File: config.mk
export PLATFORM = sky130hd
export DESIGN_NAME = imem_load_controller
export DESIGN_NICKNAME = d
export VERILOG_FILES = /design/src/rtl/imem_load_controller.sv
export SDC_FILE = /design/constraint.sdc
export NUM_CORES = 1
export LEC_CHECK = 0
export CAP_MARGIN = 20
export CORE_AREA = 10 10 158 160
export DETAILED_ROUTE_END_ITERATION = 16
export DIE_AREA = 0 0 168 170
export SYNTH_ARGS = -nofsm -noshare
export SYNTH_HDL_FRONTEND = slang
export SYNTH_SLANG_ARGS = --single-unit
File: constraint.sdc
create_clock -name clk -period 5.3 [get_ports clk]
set_input_delay 1.06 -clock clk [delete_from_list [all_inputs] [get_ports clk]]
set_output_delay 1.06 -clock clk [all_outputs]
set_load 0.1 [all_outputs]
File: src/rtl/imem_load_controller.sv
// ----------------------------------------------------------------------------
// imem_load_controller
//
// Boot-time sequencer that owns the instruction memory port. After reset it
// takes a byte stream from the UART receiver: a 4-byte little-endian word
// count followed by that many little-endian 32-bit words. The words are
// written to instruction memory from byte address 0 upward. When the load
// completes, the memory read address is handed to the fetch-stage PC and
// cpu_run releases the pipeline.
//
// Optional build macro: IMEM_LOAD_CHECKSUM_EN
//   When defined, one trailing byte follows the data and must equal the XOR
//   of every length and data byte. A match lets the CPU run; a mismatch
//   latches load_error. Without the macro, no trailing byte is consumed.
//
// Parameters
//   MEM_WORDS    instruction memory depth in 32-bit words (larger loads rejected)
//   ADDR_W       width of the byte address driven to instruction memory
//
// Ports
//   clk          clock
//   rst          synchronous, active-high reset
//   rx_data      byte from the UART receiver
//   rx_valid     rx_data valid
//   rx_ready     controller can accept a byte
//   fetch_addr   PC from the fetch stage
//   imem_addr    byte address to instruction memory
//   imem_we      instruction memory write enable (one-cycle pulse per word)
//   imem_wdata   instruction memory write data
//   cpu_run      pipeline may fetch/execute
//   load_error   load rejected; sticky until reset
//   words_loaded count of words written so far
//
// state  | meaning
// -------+---------------------------------------------------------------
// LEN    | collecting the 4 length bytes
// DATA   | collecting data words, writing each one the cycle after its 4th byte
// CHK    | waiting for the checksum byte (checksum build only)
// RUN    | load complete; fetch owns imem_addr, cpu_run high (terminal)
// ERROR  | load rejected; load_error high, nothing accepted (terminal)
// ----------------------------------------------------------------------------
module imem_load_controller #(
   parameter int MEM_WORDS = 1024,
   parameter int ADDR_W    = 32
) (
   input  logic              clk,
   input  logic              rst,
   input  logic [7:0]        rx_data,
   input  logic              rx_valid,
   output logic              rx_ready,
   input  logic [ADDR_W-1:0] fetch_addr,
   output logic [ADDR_W-1:0] imem_addr,
   output logic              imem_we,
   output logic [31:0]       imem_wdata,
   output logic              cpu_run,
   output logic              load_error,
   output logic [ADDR_W-1:0] words_loaded
);

`ifdef IMEM_LOAD_CHECKSUM_EN
   typedef enum logic [2:0] {
      S_LEN   = 3'd0,
      S_DATA  = 3'd1,
      S_CHK   = 3'd2,
      S_RUN   = 3'd3,
      S_ERROR = 3'd4
   } state_t;
   localparam state_t S_FINAL = S_CHK;
`else
   typedef enum logic [2:0] {
      S_LEN   = 3'd0,
      S_DATA  = 3'd1,
      S_RUN   = 3'd3,
      S_ERROR = 3'd4
   } state_t;
   localparam state_t S_FINAL = S_RUN;
`endif

   state_t            state;
   state_t            state_nxt;

   logic [1:0]        byte_cnt;
   logic [23:0]       shreg;
   logic [31:0]       len_q;
   logic              last_q;
   logic [ADDR_W-1:0] wr_addr;
`ifdef IMEM_LOAD_CHECKSUM_EN
   logic [7:0]        csum_q;
`endif

   logic              accept;
   logic [31:0]       assembled;
   logic              len_done;
   logic              word_done;
   logic              last_word;
   logic              rdy_nxt;

   assign accept    = rx_valid && rx_ready;
   // Bytes arrive LSB first, so the newest byte lands on top of the three
   // already shifted in.
   assign assembled = {rx_data, shreg};
   assign len_done  = (state == S_LEN)  && accept && (byte_cnt == 2'd3);
   assign word_done = (state == S_DATA) && accept && (byte_cnt == 2'd3);
   assign last_word = word_done && ((32'(words_loaded) + 32'd1) == len_q);

   // Fetch owns the read address only once the load is finished.
   assign imem_addr = (state == S_RUN) ? fetch_addr : wr_addr;

   always_ff @(posedge clk) begin
      if (rst) begin
         state <= S_LEN;
      end else begin
         state <= state_nxt;
      end
   end

   always_comb begin
      state_nxt = state;
      rdy_nxt   = 1'b0;
      case (state)
         S_LEN: begin
            if (len_done) begin
               if (assembled == 32'd0) begin
                  state_nxt = S_FINAL;
               end else if (assembled > 32'(MEM_WORDS)) begin
                  state_nxt = S_ERROR;
               end else begin
                  state_nxt = S_DATA;
               end
            end
         end
         S_DATA: begin
            // Leave only after the last word's write cycle so the write
            // address is still on imem_addr while imem_we is high.
            if (imem_we && last_q) begin
               state_nxt = S_FINAL;
            end
         end
`ifdef IMEM_LOAD_CHECKSUM_EN
         S_CHK: begin
            if (accept) begin
               state_nxt = (rx_data == csum_q) ? S_RUN : S_ERROR;
            end
         end
`endif
         S_RUN:   state_nxt = S_RUN;
         S_ERROR: state_nxt = S_ERROR;
         default: state_nxt = S_LEN;
      endcase

`ifdef IMEM_LOAD_CHECKSUM_EN
      rdy_nxt = (state_nxt == S_LEN) || (state_nxt == S_DATA) || (state_nxt == S_CHK);
`else
      rdy_nxt = (state_nxt == S_LEN) || (state_nxt == S_DATA);
`endif
      // Stop taking bytes during the final write cycle: anything after the
      // last data byte belongs to the checksum (or is not consumed at all).
      if (last_word) begin
         rdy_nxt = 1'b0;
      end
   end

   always_ff @(posedge clk) begin
      if (rst) begin
         byte_cnt     <= 2'd0;
         shreg        <= 24'd0;
         len_q        <= 32'd0;
         last_q       <= 1'b0;
         wr_addr      <= '0;
         words_loaded <= '0;
         imem_we      <= 1'b0;
         imem_wdata   <= 32'd0;
         rx_ready     <= 1'b0;
         cpu_run      <= 1'b0;
         load_error   <= 1'b0;
`ifdef IMEM_LOAD_CHECKSUM_EN
         csum_q       <= 8'd0;
`endif
      end else begin
         imem_we    <= 1'b0;
         last_q     <= last_word;
         rx_ready   <= rdy_nxt;
         cpu_run    <= (state_nxt == S_RUN);
         load_error <= (state_nxt == S_ERROR);

         if (accept) begin
            byte_cnt <= byte_cnt + 2'd1;
            shreg    <= assembled[31:8];
         end

`ifdef IMEM_LOAD_CHECKSUM_EN
         if (accept && ((state == S_LEN) || (state == S_DATA))) begin
            csum_q <= csum_q ^ rx_data;
         end
`endif

         if (len_done) begin
            len_q <= assembled;
         end

         if (word_done) begin
            imem_we      <= 1'b1;
            imem_wdata   <= assembled;
            wr_addr      <= words_loaded << 2;
            words_loaded <= words_loaded + ADDR_W'(1);
         end
      end
   end

endmodule

**Word level (Yosys, flattened, before mapping)**

Index checks and enable logic that the tools add are counted.

- Muxes and demuxes: 7
- $add $sub $neg: 2
- Eq/ne operators: 8
- Reductions and logical operators: 12
- Magnitude comparators: 1

Operator list:

| operator | number |
|---|---|
| 32-bit by 1-bit adder with 32-bit output (second input constant) | 1 |
| 32-bit equality test | 1 |
| 32-bit by 11-bit > comparator with 1-bit output (second input constant) | 1 |
| 32-bit zero test | 1 |
| 32-bit 2-to-1 mux | 1 |
| 3-bit 2-to-1 mux | 4 |
| 3-bit case mux with 4 select lines | 1 |
| 1-bit logical AND | 7 |
| 3-bit by 1-bit equality test with 1-bit output (second input constant) | 2 |
| 3-bit by 2-bit equality test with 1-bit output (second input constant) | 2 |
| 3-bit equality test (second input constant) | 2 |
| 3-bit zero test | 2 |
| 2-bit by 1-bit adder with 2-bit output (second input constant) | 1 |
| 2-bit equality test (second input constant) | 1 |
| 2-bit OR reduction | 1 |
| 1-bit logical OR | 1 |
| 1-bit 2-to-1 mux | 1 |

- Output and inout port bits: 100
- Logic and storage cells: 42
- Register bits: 160
- Input port bits: 43

**Logic depth before layout (Yosys ltp)**

Gate-level depths: netlist of the first run.

- Depth in word-level cells: 7
- Mapped depth: 9
- Gate-level depth less buffers: 8

**Worst setup path before layout of the first run**

OpenSTA, ideal clock, no wires.

- Kind: flip-flop to flip-flop
- Start point: reg words_loaded[1]
- End point: reg last_q
- Cell stages (with the launch flop): 10
- Path slack: 2097 ps
- Clock period less this slack: 3203 ps
- Data required time: 5240 ps
- Library setup time: 60 ps
- Arrival time: 3143 ps
- Cells stage by stage: dfxtp_1 ha_1 nand3_2 buf_2 or4_4 o31ai_2 nand4b_1 and3b_1 a211oi_1 and3_1

- Word-level cells in the longest chain between the ends: 3

RTL lines:

| item | RTL line | RTL |
|---|---|---|
| start, declared | 57 | `output logic [ADDR_W-1:0] words_loaded` |
| start signal, assigned | 205 | `words_loaded <= words_loaded + ADDR_W'(1);` |
| 32-bit by 1-bit adder with 32-bit output | 104 | `assign last_word = word_done && ((32'(words_loaded) + 32'd1) == len_q);` |
| 32-bit equality test | 104 |  |
| 1-bit logical AND | 104 |  |
| end signal, assigned | 181 | `last_q <= last_word;` |
| end, declared | 85 | `logic last_q;` |

No other way between the ends.
A chain may end at the register's enable or synchronous reset.

**Final worst setup path of the first run**

- Start point: reg words_loaded[18]
- End point: out words_loaded[18]

No word-level cell between the ends.

==> flow_metrics.tcl, run 1 <==
set metrics [dict create \
    outcome "finished, final reports clean" \
    drt_iter0_drc 434 \
    worst_ep_arrival_time_ns 2.35 \
    synth-xor-area-share_pct 7.37 \
    yosysSeqAreaShare_pct 42.8 \
    wl_per_cell_microns 17.2 \
    power-per-cell-area_nw_per_um2 264 \
    required_ns 4.24 \
    worst-slew-pin-transition_ns 1.03 \
    synthAdderAreaFrac_pct 0.334 \
    die_w_microns 168 \
    clock-sinks 160 \
    syn-cell-area_sq_um 7490 \
    slew_viol_final 0 \
    rsz0062_at_grt "no" \
    crit_chain "clkdlybuf4s50_1" \
    clk_latency_ns 0.43 \
    drt_drc_violations_left 0 \
    synth-simple-area-share_pct 26.9 \
    detail-route-antenna-nets 0 \
    cts_tree "built" \
    antenna_found_initial 0 \
    cts_max_level 4 \
    clock_path_buffers 2 \
    dp_hpwl_mm 16.5 \
    hold-worst-slack_ns 0.452 \
    synth-compound-area-share_pct 13.2 \
    fin_crit_sh_pct 64.3 \
    synth_area_leaders "dfxtp_1 43%, nand2_1 14%, a21oi_1 9.0%" \
    hp-start "wr_addr[2]" \
    grt_pass1_vias 6306 \
    syn_area_per_cell_sq_um 7.88 \
    fin_worst_skew_ns 0.0137 \
    grt-ovfl-total 0 \
    drive_above_1_share_pct 11.8 \
    numCtsBuffers 17 \
    ios 143 \
    synth_nets 996 \
    finalSetupTns_ns 0 \
    grt_pass1_wl_mm 35.9 \
    holdPathEnd "wr_addr[2]" \
    ys_async_sr_fraction_pct 0 \
    initial_utilization_pct 34.5 \
    worst-setup-path-type "reg2out" \
    r2r-end "last_q" \
    critPathCaptureType "output pin" \
    viasPerCell 5.08 \
    hold_depth 2 \
    dpl_worst_slack_ns 1.49 \
    cpLargestDelayFamily "buffers and inverters" \
    num_rows 54 \
    min_path_type "reg2reg" \
    wirelength_mm 23.0 \
    clock.fmax_mhz 293 \
    port_buffers 142 \
    vdd_ir_drop_max_uv 230 \
    drt_first_pass_iters 5 \
    cts-root-buf "clkbuf_16" \
    path_clk_slew_ns 0.06 \
    nets 1089 \
    slew_headroom_pct 31.0 \
    rr_worst_depth 8 \
    synthCells 951 \
    cts_setup_buffers 0 \
    grt.total_usage_pct 15.4 \
    cts_hold_buffers 0 \
    cts.repair.resized 0 \
    ys_ff_latch 160 \
    timing.critical_path.slowest_stage_cell "clkdlybuf4s50_1" \
    area_growth_pct 27.5 \
    startpoint_type "flip-flop" \
    p_leak_nw 3.28 \
    yosysWarnings 0 \
    cp_max_fo 11 \
    antennaDiodeCount 0 \
    yosysTopAreaCellShare_pct 42.8 \
    final_common_cell "nand2_1" \
    core_sq_um 21700 \
    setup_violations 0 \
    place_congestion 0.930 \
    synthFlopType "dfxtp_1" \
    worst_slack_ns 1.89 \
    final_cell_mix "276 x nand2_1, 160 x dfxtp_1, 135 x a21oi_1" \
    die-area_sq_um 28600 \
    fin_crit_ns 3.41 \
    vias 6797 \
    grt_max_degree 106 \
    slowest_delay_ns 1.25 \
    synth.largest_area_cell "dfxtp_1" \
    synth_edf_count 0 \
    synth_mux_area_share_pct 5.09 \
    regToRegStartpoint "words_loaded[0]" \
    ys_types 68 \
    hold_viol 0 \
    maxCapViolCount 0 \
    synth_top_family_by_area "simple AND/OR/NAND/NOR gates" \
    worst-path-buf-inv 1 \
    r2r_setup_slack_ns 2.14 \
    die_y_microns 170 \
]
==> report_power, final <==
part	switching, mW	internal (mW)	leakage [nW]	total [mW]
registers	0.00897	1.21	1.29	1.22
clock network	0.510	0.718	0.286	1.23
logic	0.0435	0.0371	1.70	0.0806
total	0.562	1.96	3.28	2.53
==> per-layer routing <==
layer | routed length (microns) | share of wire [%] | vias to the layer above | global-route usage (%)
met1 | 11200 | 49 | 3109 | 21.2
met2 | 9820 | 43 | 233 | 22.7
met5 | 0 | 0 | - | 0
met3 | 1550 | 6.7 | 39 | 4.52
li1 | - | - | 3416 | -
met4 | 461 | 2.0 | 0 | 4.66
==> synth_stat cells, types with 2 or more instances <==
cell      number
buf_1          2
or4_1          2
buf_2         19
or3_1          7
nor3b_1        3
nor4_4         2
nor4_1        12
and3_1         5
inv_1          6
ha_1           2
o211a_1        2
a21oi_1      135
nand2b_1       4
nand3_1       16
or2_2          2
clkbuf_1      53
o21ai_0        7
nand4_1       15
nor3_1        18
or4_4          2
nand3b_1       2
and4_1         2
dfxtp_1      160
a21o_1         2
nor2_1        48
nor2b_1        3
nand4b_1       4
o41ai_1        2
nand2_1      276
o31ai_1        5
a311oi_1       2
xnor2_1       37
mux2_2        33
xor2_1        26
nand4_4        2
==> sequential cells by signal, indices dropped and copies added (netlist names) <==
| signal | cells |
|---|---|
| rx_ready | 1 |
| shreg | 24 |
| cpu_run | 1 |
| state | 3 |
| imem_we | 1 |
| imem_wdata | 32 |
| last_q | 1 |
| len_q | 32 |
| wr_addr | 30 |
| words_loaded | 32 |
| byte_cnt | 2 |
| load_error | 1 |
==> layout make-up <==
cell class                 count  area (sq um)
multi-input combinational    710          3970
timing repair buffer         149          1420
sequential                   160          3200
fill                        2164         12100
inverter                       6          22.5
tap                          280           350
clock buffer                  19           453
clock inverter                13           134
==> worst max path at each step <==
stage / from / endpoint / cells after the start
after floorplan: words_loaded[1] / last_q / 9
after global placement: rx_valid / words_loaded[28] / 8
after detailed placement: rx_valid / words_loaded[28] / 8
after CTS: words_loaded[15] / words_loaded[15] / 1
after global routing: rx_valid / words_loaded[30] / 9
final: words_loaded[18] / words_loaded[18] / 1
==> stage by stage <==
step / std cells / util, % / area [sq um] / power [mW]
after floorplan: 951 / - / 7490 / 1.28
after global placement: 1303 / 41.1 / 8920 / 1.32
after detailed placement: 1303 / 41.1 / 8920 / 1.32
after CTS: 1335 / 43.8 / 9510 / 2.55
after global routing: 1337 / 44.0 / 9550 / 2.61
final: 1337 / 44.0 / 9550 / 2.53
==> cells by family (layout without fill, tap and decap cells) <==
family          count (synthesis)  after routing
simple gates                  438            438
compound gates                173            173
flops                         160            160
buf+inv                        81            187
xor+xnor                       63             63
mux                            34             34
fa+ha+maj                       2              2
==> tightest hold or removal path, delay by kind of cell, from the launching register on <==
kind | cells | cell delay, ns
AOI/OAI and AO/OA | 1 | 0.05
DFF | 1 | 0.31
and+or+nand+nor | 1 | 0.05
Power figures use the tool's default switching activity.
==> inputs of run 2 (changes only) <==
clock period = 3 ns   (was 5.3 ns; I/O delays follow)
==> run 2 against run 1 <==
  * First-iteration DRC count grew 34%
  * Cell area increased by 5.3%
  * Routed wire length up 4.0%
  * Register-to-register slack got worse by 1.8 ns
  * Worst setup slack worse by 1.5 ns
  * Clock skew decreased by 0.0059 ns
  * Utilization up 2.3 points
  * Sequential cell count unchanged
  * Clock power up 87%
  * Critical endpoint is now last_q
  * Largest cell class unchanged
  * Largest power group unchanged
  * Highest routed layer unchanged
==> flow_metrics.tcl, run 2 (synthesis results as in run 1) <==
set metrics [dict create \
    slowest_delay_ns 0.43 \
    cts_setup_buffers 0 \
    place_congestion 0.916 \
    drt_iter0_drc 583 \
    core_sq_um 21700 \
    hold-worst-slack_ns 0.454 \
    cts_tree "built" \
    holdPathEnd "wr_addr[29]" \
    r2r-end "last_q" \
    pwr-share-seq_pct 46.8 \
    port_buffers 142 \
    fin_crit_ns 2.62 \
    grt_pass1_vias 6808 \
    grt_max_degree 65 \
    hold_depth 2 \
    cp_max_fo 5 \
    startpoint_type "flip-flop" \
    drt_drc_violations_left 0 \
    fillerInstances 2131 \
    regToRegStartpoint "words_loaded[1]" \
    area_growth_pct 34.2 \
    drive_above_1_share_pct 21.9 \
    worst-setup-path-type "reg2reg" \
    crit_chain "ha_1, and3_2, nand2_1, or4_1, o31ai_1, o211ai_1, a211oi_1, buf_4, and3_1" \
    drt_first_pass_iters 5 \
    combPwrFrac_pct 3.1 \
    clock_path_buffers 2 \
    wirelength_mm 23.9 \
    hold_viol 0 \
    fin_worst_skew_ns 0.00780 \
    ios 143 \
    critPathCaptureType "flip-flop" \
    final_cell_mix "276 x nand2_1, 143 x dfxtp_1, 135 x a21oi_1" \
    antenna_found_initial 0 \
    dp_hpwl_mm 17.6 \
    numCtsBuffers 17 \
    clk_latency_ns 0.42 \
    num_rows 54 \
    slew_headroom_pct 43.9 \
    grt_pass1_wl_mm 37.9 \
    clock-sinks 160 \
    vias 7067 \
    min_path_type "reg2reg" \
    switchingPower_uw 974 \
    die_w_microns 168 \
    slew_viol_final 0 \
    p_leak_nw 3.67 \
    dpl_cell_area_sq_um 9430 \
    vdd_ir_drop_max_uv 413 \
    clkPwrFrac_pct 50.1 \
    die_y_microns 170 \
    layoutNonFillerInstCount 1366 \
    finalSetupTns_ns 0 \
    cts_hold_buffers 0 \
    finish.instance_area_sq_um 10100 \
    detail-route-antenna-nets 0 \
    final_common_cell "nand2_1" \
    swShare_pct 21.2 \
    p_int_mw 3.62 \
    path_clk_slew_ns 0.06 \
    setup_violations 0 \
    crit_start "words_loaded[1]" \
    rr_worst_depth 9 \
    worst-slew-pin-transition_ns 0.839 \
    fin_crit_sh_pct 87.5 \
    numPlacedInstances 1336 \
    viasPerCell 5.17 \
    timing.critical_path.slowest_stage_cell "or4_1" \
    worst_ep_arrival_time_ns 2.99 \
    wl_per_cell_microns 17.5 \
    maxCapViolCount 0 \
    grt.total_usage_pct 16.3 \
    clock.fmax_mhz 381 \
    cts.repair.resized 0 \
    r2r_setup_slack_ns 0.38 \
    cts-root-buf "clkbuf_16" \
    grt-ovfl-total 0 \
    required_ns 3.37 \
    rsz0062_at_grt "no" \
    largest_registers "imem_wdata: 32 flops, len_q: 32 flops, words_loaded: 32 flops" \
    nets 1120 \
    cts_max_level 4 \
    initial_utilization_pct 34.5 \
    die-area_sq_um 28600 \
    outcome "finished, final reports clean" \
    hp-start "wr_addr[29]" \
    power-per-cell-area_nw_per_um2 456 \
    antennaDiodeCount 0 \
]
[run 2: how the worst max path moves through the flow]
stage / to / slack (ns) / depth (start not counted)
after floorplan: last_q / 0.07 / 7
after global placement: words_loaded[16] / 0.19 / 8
after detailed placement: words_loaded[14] / 0.12 / 8
after CTS: imem_addr[15] / 0.35 / 5
after global routing: last_q / 0.27 / 9
final: last_q / 0.38 / 9
[run 2: power by group through the flow]
stage                     Clock [mW]  Sequential, mW  Combinational, mW
after floorplan                    0            2.20             0.0576
after global placement             0            2.20              0.141
after detailed placement           0            2.20              0.142
after CTS                       2.34            2.15              0.143
after global routing            2.45            2.15              0.156
final                           2.30            2.15              0.142
[run 2: cell type report]
class                           instances  area, sq um  share of cell area [%]
Clock buffer                           19          443                    4.40
Inverter                                6         22.5                   0.224
Timing Repair Buffer                  180         1870                    18.6
Multi-Input combinational cell        710         3970                    39.5
Tap cell                              280          350                    3.48
Clock inverter                         11          180                    1.79
Sequential cell                       160         3220                    32.1
[run 2: metal layers]
metal  track usage, %  vias to the layer above  routed length [microns]
met5                0                        -                        0
met4             5.60                        0                      521
met3             4.28                       41                     1480
met2             24.8                      243                    10600
met1             21.7                     3314                    11300
li1                 -                     3469                        -
[run 2: metrics by stage]
stage	power, mW	util (%)	worst slack [ns]
after global routing	4.75	46.4	0.270
after detailed placement	2.34	43.5	0.119
after global placement	2.34	43.5	0.191
final	4.59	46.4	0.376
after floorplan	2.25	-	0.0655
after CTS	4.63	46.4	0.354
[run 2: worst max-delay path: cells and delay by family (launching register included)]
kind / cells / cell delay (ns)
and+or+nand+nor: 4 / 1.03
buffers and inverters: 1 / 0.16
adders and majority gates: 1 / 0.23
AOI/OAI and AO/OA: 3 / 0.81
DFF: 1 / 0.33
==> inputs of run 3 (changes only) <==
==> constraint.sdc (replaced) <==
create_clock -name clk -period 3 [get_ports clk]
set_input_delay 0.6 -clock clk [delete_from_list [all_inputs] [get_ports clk]]
set_output_delay 0.6 -clock clk [all_outputs]
set_load 0.05 [all_outputs]
==> run 3 against run 2 <==
  * Total power fell by 3.3%
  * Clock power fell by 7%
  * Routed wire length fell by 0.31%
  * Largest power group is now registers
  * Sequential power barely moved
  * Critical endpoint is now imem_addr[11]
  * Die area did not move
  * Utilization fell by 0.99 points
  * Non-clock buffer count rose by 10
  * Sequential share of layout area rose by 0.49 points
  * Clock skew rose by 0.0033 ns
  * Critical path type is now reg2out
  * Global-route usage fell by 0.081 points
  * Cell area fell by 2.1%
  * Critical path depth fell by 4
==> flow_metrics.tcl, run 3 (synthesis results as in run 1) <==
set metrics [dict create \
    dp_hpwl_mm 17.6 \
    numCtsBuffers 17 \
    outcome "finished, final reports clean" \
    drt_drc_violations_left 0 \
    final_cell_mix "276 x nand2_1, 160 x dfxtp_1, 135 x a21oi_1" \
    slew_headroom_pct 43.8 \
    largest_registers "imem_wdata: 32 flops, len_q: 32 flops, words_loaded: 32 flops" \
    path_clk_slew_ns 0.06 \
    die_y_microns 170 \
    nets 1130 \
    rr_worst_depth 8 \
    grt-ovfl-total 0 \
    drive_above_1_share_pct 15.1 \
    fin_crit_sh_pct 92.4 \
    ios 143 \
    crit_top_cell "buf_4" \
    regToRegStartpoint "words_loaded[11]" \
    cp_max_fo 30 \
    die_w_microns 168 \
    slowest_delay_ns 0.46 \
    worst_slack_ns 0.228 \
    grt_pass1_vias 6675 \
    crit_cells 5 \
    wirelength_mm 23.8 \
    final_common_cell "nand2_1" \
    fillerInstances 2218 \
    grt.total_usage_pct 16.2 \
    clock-sinks 160 \
    critPathCaptureType "output pin" \
    vias 6972 \
    cts.repair.resized 0 \
    worst-path-buf-inv 2 \
    clock.fmax_mhz 361 \
    worst-setup-path-type "reg2out" \
    num_rows 54 \
    min_path_type "reg2reg" \
    p_leak_nw 3.48 \
    place_congestion 0.929 \
    viasPerCell 5.06 \
    cts_max_level 4 \
    required_ns 2.40 \
    endpoint "imem_addr[11]" \
    worst-slew-pin-transition_ns 0.841 \
    core_sq_um 21700 \
    drt_first_pass_iters 5 \
    worst_ep_arrival_time_ns 2.17 \
    dpl_worst_slack_ns 0.183 \
    rsz0062_at_grt "no" \
    area_growth_pct 31.4 \
    crit_start "state[0]" \
    fin_crit_ns 2.77 \
    grt_max_degree 68 \
    hold_viol 0 \
    vdd_ir_drop_max_uv 396 \
    finish.instance_area_sq_um 9840 \
    maxCapViolCount 0 \
    initial_utilization_pct 34.5 \
    grt_pass1_wl_mm 37.6 \
    clk_latency_ns 0.43 \
    port_buffers 142 \
    r2r_setup_slack_ns 0.36 \
    slew_viol_final 0 \
    die-area_sq_um 28600 \
    crit_chain "nor2b_1, nand2_1, buf_4, mux2_2, buf_4" \
    power-per-cell-area_nw_per_um2 451 \
    cts-root-buf "clkbuf_16" \
    finalSetupTns_ns 0 \
    cpLargestDelayFamily "simple AND/OR/NAND/NOR gates" \
    hold-worst-slack_ns 0.452 \
    timing.critical_path.slowest_stage_cell "dfxtp_1" \
    clock_path_buffers 2 \
    detail-route-antenna-nets 0 \
    drt_iter0_drc 476 \
    setup_violations 0 \
    wl_per_cell_microns 17.3 \
    antennaDiodeCount 0 \
    cts_hold_buffers 0 \
    r2r-end "last_q" \
    startpoint_type "flip-flop" \
    cts_setup_buffers 0 \
    dpl_cell_area_sq_um 9260 \
    fin_worst_skew_ns 0.0111 \
    antenna_found_initial 1 \
    cts_tree "built" \
]
[run 3: changes by cell type in the layout (fill, tap and decap cells not counted), sizes merged]
cell           delta
clkdlybuf4s50    +68
clkbuf            -1
buf              -58
bufinv            -3
inv               +5
clkinv            +2
clkinvlp          -1
[run 3: metrics by stage]
stage	util, %	std cells	power (mW)
2_1_floorplan	-	951	2.25
6_report	45.4	1378	4.44
3_3_place_gp	42.7	1346	2.33
4_1_cts	45.4	1378	4.48
5_1_grt	45.4	1378	4.58
3_5_place_dp	42.7	1346	2.34
[run 3: final cells by class]
cell class / instances / area [sq um] / area share, %
repair buffers: 190 / 1710 / 17.4
flip-flops and latches: 160 / 3200 / 32.5
well taps: 280 / 350 / 3.56
clock buffers: 18 / 439 / 4.46
clock inverters: 14 / 145 / 1.47
multi-input cells: 710 / 3970 / 40.3
inverters: 6 / 22.5 / 0.229
[run 3: how the worst min path moves through the flow]
stage                   startpoint  cells past startpoint  slack (ns)              to
floorplan              wr_addr[10]                      2        0.43     wr_addr[10]
global placement    imem_wdata[24]                      2        0.44  imem_wdata[24]
detailed placement     wr_addr[23]                      2        0.44     wr_addr[23]
CTS                 imem_wdata[31]                      2        0.46  imem_wdata[31]
global route           wr_addr[23]                      2        0.47     wr_addr[23]
finish                  wr_addr[2]                      2        0.45      wr_addr[2]
[run 3: routing by layer]
layer | GRT usage, % | part of all wire (%) | up-vias
met2 | 24.6 | 44 | 209
met5 | 0 | 0.055 | -
met3 | 4.33 | 6.8 | 26
li1 | - | - | 3500
met1 | 21.9 | 48 | 3235
met4 | 5.11 | 1.6 | 2
[run 3: tightest hold or removal path, stage by stage (launching register included)]
cell	delay, ns
dfxtp_1	0.31
nand2_1	0.05
a21oi_1	0.05
[run 3: where the power goes]
group          internal, mW  switching, mW  total (mW)
clock                  1.19          0.955        2.15
combinational        0.0654         0.0733       0.139
sequential             2.13         0.0159        2.15
total                  3.39           1.04        4.44
